<file path="src/rtl/pipe_stage_reg.sv">
// Pipeline stage register between two core stages. Carries a data and a
// control bundle under a valid/ready handshake, with a hazard stall (hold),
// a branch flush and an optional second "skid" entry so in_ready can come
// straight from a flop. Control is forced to zero whenever nothing valid
// is presented, so an empty stage looks like a NOP to the next stage.
module pipe_stage_reg #(
    parameter int DATA_W  = 64,
    parameter int CTRL_W  = 16,
    parameter bit SKID_EN = 1'b0
) (
    input  logic              clk,
    input  logic              reset_n,
    input  logic              in_valid,
    output logic              in_ready,
    input  logic [DATA_W-1:0] in_data,
    input  logic [CTRL_W-1:0] in_ctrl,
    output logic              out_valid,
    input  logic              out_ready,
    output logic [DATA_W-1:0] out_data,
    output logic [CTRL_W-1:0] out_ctrl,
    input  logic              hold,
    input  logic              flush,
    output logic [1:0]        occupancy,
    output logic [15:0]       flush_count
);

    typedef enum logic [1:0] {
        EMPTY = 2'd0,
        FULL  = 2'd1,
        SKID  = 2'd2
    } state_t;

    typedef struct packed {
        logic [CTRL_W-1:0] ctrl;
        logic [DATA_W-1:0] data;
    } beat_t;

    state_t      state_q, state_d;
    beat_t       main_q, main_d;
    beat_t       skid_q, skid_d;
    logic [15:0] fcnt_q, fcnt_d;
    beat_t       in_beat;
    logic        drain;
    logic        accept;

    assign in_beat   = '{ctrl: in_ctrl, data: in_data};
    assign out_valid = (state_q != EMPTY);
    assign out_data  = main_q.data;
    assign out_ctrl  = out_valid ? main_q.ctrl : '0;
    assign occupancy = {state_q == SKID, state_q == FULL};
    assign flush_count = fcnt_q;

    // A held beat is not transferred even if downstream is ready.
    assign drain  = out_valid & out_ready & ~hold;
    assign accept = in_valid & in_ready & ~flush;

    generate
        if (SKID_EN) begin : g_skid
            logic rdy_q;
            // Registered ready: high unless the next state has both entries full.
            // Reset value is 1 so the stage is ready as soon as reset drops.
            always_ff @(posedge clk) begin
                if (!reset_n) rdy_q <= 1'b1;
                else          rdy_q <= (state_d != SKID);
            end
            assign in_ready = reset_n & rdy_q;
        end else begin : g_noskid
            assign in_ready = reset_n & ((state_q != FULL) | drain);
        end
    endgenerate

    // Next state, entry contents and flush counter.
    always_comb begin
        state_d = state_q;
        main_d  = main_q;
        skid_d  = skid_q;
        fcnt_d  = fcnt_q;
        unique case (state_q)
            EMPTY: begin
                if (accept) begin
                    main_d  = in_beat;
                    state_d = FULL;
                end
            end
            FULL: begin
                if (accept && drain) begin
                    main_d = in_beat;
                end else if (drain) begin
                    state_d = EMPTY;
                end else if (accept && SKID_EN) begin
                    skid_d  = in_beat;
                    state_d = SKID;
                end
            end
            SKID: begin
                // in_ready is low here, so only the drain side can move.
                if (drain) begin
                    main_d  = skid_q;
                    state_d = FULL;
                end
            end
            default: state_d = EMPTY;
        endcase
        // Flush overrides everything; count it only if it actually killed a beat.
        if (flush) begin
            state_d = EMPTY;
            if (((state_q != EMPTY) || in_valid) && (fcnt_q != 16'hFFFF))
                fcnt_d = fcnt_q + 16'd1;
        end
    end

    // State and payload registers; reset beats every other input.
    always_ff @(posedge clk) begin
        if (!reset_n) begin
            state_q <= EMPTY;
            main_q  <= '0;
            skid_q  <= '0;
            fcnt_q  <= '0;
        end else begin
            state_q <= state_d;
            main_q  <= main_d;
            skid_q  <= skid_d;
            fcnt_q  <= fcnt_d;
        end
    end

endmodule

</file>
<file path="config.mk">
export PLATFORM = sky130hd
export DESIGN_NAME = pipe_stage_reg
export DESIGN_NICKNAME = d
export VERILOG_FILES = /design/src/rtl/pipe_stage_reg.sv
export SDC_FILE = /design/constraint.sdc
export NUM_CORES = 1
export LEC_CHECK = 0
export BUFFER_PORTS_ARGS = -buffer_cell sky130_fd_sc_hd__buf_2
export CELL_PAD_IN_SITES_DETAIL_PLACEMENT = 1
export CELL_PAD_IN_SITES_GLOBAL_PLACEMENT = 1
export CORE_MARGIN = 2
export CORE_UTILIZATION = 25
export DETAILED_ROUTE_END_ITERATION = 8
export PLACE_DENSITY = 0.64
export SYNTH_ARGS = -nofsm -noshare
export SYNTH_HDL_FRONTEND = slang
export SYNTH_SLANG_ARGS = --single-unit
</file>
<file path="constraint.sdc">
create_clock -name clk -period 6.1 [get_ports clk]
set_input_delay 1.83 -clock clk [delete_from_list [all_inputs] [get_ports clk]]
set_output_delay 1.83 -clock clk [all_outputs]
set_load 0.01 [all_outputs]
</file>
* Word-level counts from Yosys, hierarchy flattened
Index checks and enable logic that the tools add are counted.
** Word-level totals
- Register bits :: 98
- Input bits :: 86
- Output and inout port bits :: 100
- Word-level logic and storage cells :: 43
** Cells by class
- Bitwise operators :: 9
- Multiplexer cells :: 10
- Equal/unequal tests :: 9
- $add $sub $neg :: 1
- Reductions and logical operators :: 10
** Operators with widths (number)
- 2-to-1 mux 80 bit :: 3
- case mux 80 bit (3 select lines) :: 1
- adder 16 x 1 -> 16 bit, second input constant :: 1
- 2-to-1 mux 16 bit :: 1
- inequality test 16 bit, second input constant :: 1
- 2-to-1 mux 2 bit :: 4
- inequality test 2 x 1 -> 1 bit, second input constant :: 4
- AND reduction 4 bit :: 2
- case mux 2 bit (3 select lines) :: 1
- AND 1 bit :: 5
- inequality test 2 bit, second input constant :: 2
- NOT 1 bit :: 3
- nonzero test 3 bit :: 1
- equality test 2 x 1 -> 1 bit, second input constant :: 1
- equality test 2 bit, second input constant :: 1
- logical AND 1 bit :: 2
- zero test 2 bit :: 1
- AND reduction 2 bit :: 1
- nonzero test 2 bit :: 1
- OR reduction 2 bit :: 1
- logical OR 1 bit :: 1
- OR 1 bit :: 1

* Longest topological paths before layout
Gate-level depths: netlist of run 1.
- Depth after elaboration :: 10
- Depth in mapped cells :: 7
- Gate-level depth less buffers :: 5

* Worst setup path before layout of run 1
Ideal clock, no wire load.
- Path kind :: input to output
- From :: in reset_n
- To :: out in_ready
- Setup slack :: 1.513 ns
- Path buffers :: 3
- Stages :: 4
- Required time :: 4.270 ns
- Arrival :: 2.757 ns
- Cell sequence :: buf_2 > buf_1 > buf_1 > and2_1
** Between the ends
- Cells in the longest elaborated chain, start to end :: 1
** RTL lines
- start, declared :: line 12 : input logic reset_n,
- AND 1 bit :: line 68 : assign in_ready = reset_n & ((state_q != FULL) | drain);
- end, declared :: line 14 : output logic in_ready,
Every way passes these cells.

* Worst setup path after layout of run 1
- From :: in hold
- To :: out in_ready
** Between the ends
- Cells in the longest elaborated chain, start to end :: 4
** RTL lines
- start, declared :: line 21 : input logic hold,
- NOT 1 bit :: line 54 : assign drain = out_valid & out_ready & ~hold;
- AND 1 bit :: line 54
- OR 1 bit :: line 68
- AND 1 bit :: line 68
Every way passes these cells.

==> results of run 1 <==
[per-layer routing]
metal / share of wire / wire, um / GRT usage / vias to the layer above
li1: - / - / - / 1902
met1: 0.42 / 4730 / 0.135 / 1772
met2: 0.49 / 5580 / 0.211 / 114
met3: 0.073 / 834 / 0.0373 / 13
met4: 0.018 / 209 / 0.0509 / 0
met5: 0 / 0 / 0 / -
[kinds of logic (layout without fill, tap and decap cells)]
family,Yosys count,after routing
AOI/OAI and AO/OA,108,108
xor gates and xnor gates,1,1
adders and majority gates,1,1
buffers and inverters,182,288
DFF,97,97
muxes,3,3
other,1,1
and+or+nand+nor,145,145
[power groups by stage]
stage | logic (mW) | clock network [mW] | registers [mW]
final | 0.125 | 0.563 | 0.680
after global routing | 0.142 | 0.612 | 0.684
after CTS | 0.129 | 0.593 | 0.680
after detailed placement | 0.128 | 0 | 0.695
after global placement | 0.124 | 0 | 0.693
after floorplan | 0.0952 | 0 | 0.689
[worst min-delay path: stages (launching register included)]
cell and delay [ns]:
dfxtp_1 0.32, nand3_1 0.06, o21ai_0 0.06
[synth_stat cells, types with 8 or more instances]
library cell	number
a21oi_1	10
and2_1	17
buf_1	8
buf_2	13
buf_4	67
clkbuf_1	8
dfxtp_1	97
inv_1	84
nand2_1	10
nand3_1	84
o21ai_0	83
[registers in the layout (all words and copies together) (netlist names)]
signal	count
out_data	64
flush_count	16
main_q	16
state_q	1
[stage by stage]
step / util / instance area [um2] / std cells
6_report: 0.306 / 5260 / 869
5_1_grt: 0.306 / 5260 / 869
4_1_cts: 0.306 / 5260 / 869
3_5_place_dp: 0.290 / 4970 / 853
3_3_place_gp: 0.290 / 4970 / 853
2_1_floorplan: - / 4380 / 538
[area by class of cell]
cell class	count	area, um2	area share
Clock buffer	11	233	0.0442
Clock inverter	5	56.3	0.0107
Inverter	85	319	0.0606
Multi-Input combinational cell	259	1490	0.282
Sequential cell	97	1940	0.369
Tap cell	225	282	0.0535
Timing Repair Buffer	187	946	0.180
[path summary, 6_finish.rpt]
path / start / to / slack (ns)
max: hold / in_ready / 1.68
min: out_data[24] / out_data[24] / 0.47
max reg2reg: state_q[0] / out_data[18] / 3.31
min reg2reg: out_data[24] / out_data[24] / 0.47
==> metrics.md, run 1 <==
| Metric | Value |
|---|---|
| IO Pins | `186` |
| FF-to-FF path depth | `6` |
| Sw Ratio | `0.244` |
| Multiplexer area fraction after synthesis | `0.00686` |
| Crit path top cell by count | `buf_2` |
| Worst-Skew Late Latency | `0.34 ns` |
| Hold Path Depth | `2` |
| CP Data Required Time | `4.27 ns` |
| Post-synthesis simple-gate area fraction | `0.192` |
| Status | `finished, final reports clean` |
| Row count | `48` |
| Hold Vio Cnt, Final | `0` |
| Clock power frac | `0.412` |
| Prevailing post-synth register cell | `dfxtp_1` |
| Die span in y | `136 um` |
| Final-stage net count | `726` |
| YS warnings | `0` |
| F_max | `226 MHz` |
| RSZ-0062 raised after global routing | `no` |
| Yosys cell types | `39` |
| Initial Utilization | `0.255` |
| CTS Hold Bufs | `0` |
| TritonCTS buffer count | `9` |
| Post-CTS Resized | `0` |
| Post-CTS setup buffer count | `0` |
| Dpl hpwl | `8100 um` |
| ANT nets after route | `0` |
| Cell count after synthesis | `538` |
| Int Pwr | `1.03 mW` |
| Top delay family on crit path | `simple AND/OR/NAND/NOR gates` |
| Residual DRC | `0` |
| Die area | `0.0186 mm2` |
| Hold Path Class | `flop to flop` |
| Buf+Inv Stages, Crit Path | `2` |
| Ys async rst share | `0` |
| WHS | `0.468 ns` |
| Via/cell ratio | `4.37` |
| Synth Area in Compound Gates | `0.132` |
| DR WL/cell | `13.1 um` |
| Combinational power share | `0.091` |
| H-tree depth | `3` |
| Fillers | `2160` |
| 1st-pass router iterations | `4` |
| CTS sink cnt | `97` |
| Via count | `3801` |
| Total global routing overflow | `0` |
| CP max FO | `2` |
| Crit. path cell count | `5` |
| Die width | `136 um` |
| GPL Wtd Cong | `0.716` |
| Initial antenna violation count | `0` |
| MaxCap Viol Count | `0` |
| Post-Synth XOR/XNOR Area | `0.00200` |
| CP Class | `input port to output port` |
| CP Launch Type | `input port` |
| Min cycle time layout | `4.42 ns` |
| IO buf count | `184` |
| Crit path DAT | `2.59 ns` |
| EDFF count, synth | `0` |
| Synth Area in Adders | `0.00286` |
| GRT Overall Usage | `0.121` |
| Fin crit share | `0.724` |
| Diodes inserted | `0` |
| Seq pwr share | `0.497` |
| Syn nets | `625` |
| Setup violators final | `0` |
| Post-route setup slack | `1.68 ns` |
| Commonest non-fill, non-tap cell in the layout | `buf_2` |
| Worst-Margin Slew | `1.02 ns` |
| Synth area leaders | `dfxtp_1, buf_4, nand3_1` |
| Worst-path clk slew | `0.07 ns` |
| Most frequent cells in the layout | `buf_2, dfxtp_1, inv_1, nand3_1, o21ai_0` |
| Core footprint | `0.0172 mm2` |
| Max_slew headroom | `0.321` |
| Pin count of the biggest net entering global routing | `101` |
| Final WL | `11400 um` |
| Leak | `2.65 nW` |
| Root buffer cell | `clkbuf_16` |
| Setup WS pre-CTS | `1.69 ns` |
| Drt initial violations | `129` |
| First-pass GRT wire length | `18000 um` |
| Register area share after synthesis | `0.444` |
| Area Overhead vs Synth | `20.3%` |
| Slowest CP cell | `nor2b_1` |
| Layout cells sized above 1 | `0.331` |
| Max incr delay on CP | `0.22 ns` |
| Pwr dens | `260 mW/mm2` |
| Syn avg cell area | `8.13 um2` |
| Clock Tree Buf Depth | `2` |
| Max Slew Vio Count | `0` |
| Largest family of logic cells by synthesized area | `buffers and inverters` |
| Net Switching | `0.334 mW` |
| Area share of the largest cell type after synthesis | `0.444` |
| Number of global-route vias before repair | `3818` |
| Yosys top cell by area | `dfxtp_1` |
| Clk_skew | `0.00528 ns` |
| Setup TNS | `0 ns` |
| CTS tree | `done` |
| Peak supply drop | `0.000140 V` |
| #FFs+latches synth | `97` |
| Critical path cell sequence | `buf_2 > nor2b_1 > nand2b_1 > and2_1 > buf_2` |
| Mapped Area | `0.00438 mm2` |
| CP Capture Type | `output port` |
| Design Power | `1.37 mW` |
Power figures use the tool's default switching activity.
==> run 2: changes to the inputs <==
PLACE_DENSITY = 0.67   (was 0.64)
clock period = 3.8 ns   (was 6.1 ns; I/O delays follow)
==> run 2 against run 1 <==
Net effect:
- hold slack got worse by 0.0043 ns
- highest routed layer unchanged
- core utilization increased by 0.29 points
- critical path depth unchanged
- die area is the same
==> metrics.md, run 2 (synthesis results as in run 1) <==
| Metric | Value |
|---|---|
| Status | `finished, final reports clean` |
| GRT Overall Usage | `0.118` |
| Row count | `48` |
| Die width | `136 um` |
| Total global routing overflow | `0` |
| Die area | `0.0186 mm2` |
| Peak supply drop | `0.000252 V` |
| Via count | `3600` |
| Clk_skew | `0.00880 ns` |
| Setup WS pre-CTS | `0.757 ns` |
| WHS | `0.464 ns` |
| Layout cells sized above 1 | `0.334` |
| Drt initial violations | `129` |
| CTS tree | `done` |
| Pin count of the biggest net entering global routing | `89` |
| Post-CTS Resized | `0` |
| Final WL | `10800 um` |
| FF+latch area | `0.00194 mm2` |
| Initial Utilization | `0.255` |
| Via/cell ratio | `4.13` |
| RSZ-0062 raised after global routing | `no` |
| Hold Path Class | `flop to flop` |
| Setup violators final | `0` |
| Dpl hpwl | `7710 um` |
| Multi-input gate area | `0.00149 mm2` |
| Residual DRC | `0` |
| Die span in y | `136 um` |
| First-pass GRT wire length | `17300 um` |
| ANT nets after route | `0` |
| TritonCTS buffer count | `9` |
| Hold Vio Cnt, Final | `0` |
| DR WL/cell | `12.4 um` |
| Worst-Skew Late Latency | `0.34 ns` |
| Finished Layout Cells | `871` |
| Commonest non-fill, non-tap cell in the layout | `buf_2` |
| Worst-Margin Slew | `0.688 ns` |
| Clock Tree Buf Depth | `2` |
| H-tree depth | `3` |
| CTS sink cnt | `97` |
| Number of global-route vias before repair | `3378` |
| Post-CTS setup buffer count | `0` |
| IO Pins | `186` |
| Cells after DPL | `855` |
| Root buffer cell | `clkbuf_16` |
| CP Capture Type | `output port` |
| CTS Hold Bufs | `0` |
| Final core occ | `0.309` |
| CP Launch Type | `input port` |
| CP Data Required Time | `2.66 ns` |
| Max FFs per register | `64` |
| Max Slew Vio Count | `0` |
| Worst-path clk slew | `0.06 ns` |
| MaxCap Viol Count | `0` |
| IO buf count | `184` |
| Fin crit share | `0.798` |
| Diodes inserted | `0` |
| 1st-pass router iterations | `4` |
| Setup TNS | `0 ns` |
| Pwr dens | `425 mW/mm2` |
| Leak | `2.68 nW` |
| Max_slew headroom | `0.539` |
| Core footprint | `0.0172 mm2` |
| CP Class | `input port to output port` |
| CP max FO | `2` |
| F_max | `330 MHz` |
| Min cycle time layout | `3.03 ns` |
| Area Overhead vs Synth | `21.4%` |
| Fillers | `2146` |
| GPL Wtd Cong | `0.717` |
| Crit path DAT | `1.89 ns` |
| Post-route setup slack | `0.769 ns` |
| Final-stage net count | `728` |
| Initial antenna violation count | `0` |
| Most frequent cells in the layout | `buf_2, dfxtp_1, inv_1, nand3_1, o21ai_0` |
[run 2: path summary, 6_finish.rpt]
check	from	to	slack, ns	cells past startpoint
worst max register to register	state_q[0]	out_data[32]	1.64	5
worst max-delay path	hold	in_ready	0.77	5
worst min register to register	main_q[78]	main_q[78]	0.46	2
worst min-delay path	main_q[78]	main_q[78]	0.46	2
[run 2: through the flow]
step                cell area [um2]  power [mW]
global placement               5000        1.32
detailed placement             5000        1.32
global route                   5310        2.39
floorplan                      4380        1.26
finish                         5310        2.26
CTS                            5310        2.31
[run 2: cell type report]
cell class / count / share of cell area
well taps: 225 / 0.0530
repair buffers: 189 / 0.183
inverters: 85 / 0.0601
flip-flops and latches: 97 / 0.366
clock buffers: 10 / 0.0431
clock inverters: 6 / 0.0155
multi-input cells: 259 / 0.280
[run 2: critical path, cell delays in order]
cell and delay [ns]:
buf_2 0.10, nor2b_1 0.22, nand2b_1 0.18, and2_1 0.14, buf_2 0.12
[run 2: routing by layer]
metal	routed length [um]	GRT usage	vias to the layer above
met4	205	0.0451	0
met2	4890	0.182	102
li1	-	-	1893
met5	0	0	-
met1	4840	0.148	1590
met3	845	0.0440	15
[run 2: power by group]
part           switching (mW)  internal [mW]  total, mW
Combinational           0.114         0.0880      0.202
Sequential             0.0244           1.06       1.09
Clock                   0.393          0.574      0.967
==> run 3: changes to the inputs <==
clock period = 2.7 ns   (was 3.8 ns; I/O delays follow)
==> run 3 against run 2 <==
Net effect:
- clock power up 34%
- first-iteration DRC count is 16% lower
- clock skew is 0.0016 ns lower
- cell area grew 0.12%
- cell count up 0.11%
- hold slack gained 0.0018 ns
- sequential share of layout area barely moved
- setup slack worse by 0.42 ns
- via count grew 1.8%
- critical endpoint unchanged
- largest cell class unchanged
==> metrics.md, run 3 (synthesis results as in run 1) <==
| Metric | Value |
|---|---|
| Final core occ | `0.310` |
| Leak | `2.68 nW` |
| Most frequent cells in the layout | `buf_2, dfxtp_1, inv_1, nand3_1, o21ai_0` |
| CTS Hold Bufs | `0` |
| Final-stage net count | `729` |
| Max FFs per register | `64` |
| Worst-Skew Late Latency | `0.34 ns` |
| CP Class | `input port to output port` |
| Core footprint | `0.0172 mm2` |
| Row count | `48` |
| GR met2 Demand/Resource | `0.186` |
| 1st-pass router iterations | `4` |
| Pwr dens | `586 mW/mm2` |
| Worst-path clk slew | `0.06 ns` |
| Clk_skew | `0.00717 ns` |
| Root buffer cell | `clkbuf_16` |
| Setup TNS | `0 ns` |
| Area Overhead vs Synth | `21.6%` |
| Max Slew Vio Count | `0` |
| FF-to-FF path depth | `5` |
| Met1 Resource Use GR | `0.136` |
| ANT nets after route | `0` |
| CP Data Required Time | `1.89 ns` |
| Drt initial violations | `108` |
| CP Capture Type | `output port` |
| CTS tree | `done` |
| Worst-Margin Slew | `0.665 ns` |
| Crit path top cell by count | `buf_2` |
| Crit path DAT | `1.55 ns` |
| Top delay family on crit path | `simple AND/OR/NAND/NOR gates` |
| CTS sink cnt | `97` |
| Fin crit share | `0.872` |
| Via count | `3666` |
| Critical path cell sequence | `buf_2 > nor2b_1 > nand2b_1 > and2_1 > buf_2` |
| FF-to-FF setup slack | `0.82 ns` |
| Total global routing overflow | `0` |
| IO buf count | `184` |
| Finished Layout Cells | `872` |
| Pin count of the biggest net entering global routing | `85` |
| Post-CTS setup buffer count | `0` |
| H-tree depth | `3` |
| CP max FO | `2` |
| Critical hold path startpoint | `out_data[20]` |
| Dpl hpwl | `7750 um` |
| GRT Overall Usage | `0.116` |
| Slowest CP cell | `nor2b_1` |
| IO Pins | `186` |
| Hold Vio Cnt, Final | `0` |
| Cells after DPL | `856` |
| MaxCap Viol Count | `0` |
| Setup violators final | `0` |
| GPL Wtd Cong | `0.693` |
| TritonCTS buffer count | `9` |
| Max incr delay on CP | `0.24 ns` |
| Commonest non-fill, non-tap cell in the layout | `buf_2` |
| Min cycle time layout | `2.36 ns` |
| Final WL | `10900 um` |
| Diodes inserted | `0` |
| RSZ-0062 raised after global routing | `no` |
| Residual DRC | `0` |
| Global routing's busiest layer | `met2` |
| Global-route met3 utilization | `0.0391` |
| CP Launch Type | `input port` |
| Max_slew headroom | `0.555` |
| Hold Path Depth | `2` |
| Status | `finished, final reports clean` |
| Hold Path Class | `flop to flop` |
| Die area | `0.0186 mm2` |
| Via/cell ratio | `4.20` |
| Hold Path End | `out_data[20]` |
| Die span in y | `136 um` |
| Clock Tree Buf Depth | `2` |
| Number of global-route vias before repair | `3471` |
| First-pass GRT wire length | `16900 um` |
| Initial antenna violation count | `0` |
| Buf+Inv Stages, Crit Path | `2` |
| Peak supply drop | `0.000282 V` |
| Die width | `136 um` |
| RR Startpoint | `flush_count[0]` |
| Layout cells sized above 1 | `0.335` |
| Post-CTS Resized | `0` |
| Reg2reg end | `flush_count[2]` |
| DR WL/cell | `12.5 um` |
| F_max | `425 MHz` |
| Initial Utilization | `0.255` |
run 3: cell types whose count changed in the layout (fill, tap and decap cells not counted), sizes merged:
cell      before  now
clkinvlp       1    2
clkinv         3    2
buf          189  190
bufinv         2    1
clkbuf        10   11
run 3: worst reg2reg max path: stages (launching register included):
cell and delay [ns]:
dfxtp_1 0.41, ha_1 0.24, nand4_1 0.21, nor4b_4 0.63, or3_2 0.23, a21oi_1 0.06
run 3: worst max path at each step:
| stage | cells after the start | to | from | slack, ns |
|---|---|---|---|---|
| floorplan | 4 | in_ready | reset_n | 0.15 |
| global route | 5 | in_ready | hold | 0.26 |
| finish | 5 | in_ready | hold | 0.34 |
| global placement | 5 | in_ready | hold | 0.36 |
| detailed placement | 5 | in_ready | hold | 0.34 |
| CTS | 5 | in_ready | hold | 0.33 |
run 3: where the power goes:
group	total, mW	internal, mW	switching (mW)
registers	1.53	1.50	0.0307
logic	0.293	0.127	0.166
clock network	1.30	0.741	0.557
run 3: per-stage QoR:
step / instance area (um2) / worst slack, ns / hold WS [ns] / total power, mW
after floorplan: 4380 / 0.153 / 0.436 / 1.77
after global placement: 5020 / 0.362 / 0.448 / 1.85
after detailed placement: 5020 / 0.338 / 0.456 / 1.86
after CTS: 5320 / 0.334 / 0.472 / 3.21
after global routing: 5320 / 0.258 / 0.496 / 3.28
final: 5320 / 0.345 / 0.466 / 3.12
run 3: metal layers:
metal / vias up / wire (um)
met5: - / 0
met4: 0 / 232
met3: 13 / 812
met2: 99 / 5070
met1: 1644 / 4800
li1: 1910 / -
run 3: area by class of cell:
cell class | instances | area, um2
Clock buffer | 11 | 243
Clock inverter | 5 | 55.1
Fill cell | 2133 | 11900
Inverter | 85 | 319
Multi-Input combinational cell | 259 | 1490
Sequential cell | 97 | 1940
Tap cell | 225 | 282
Timing Repair Buffer | 190 | 993
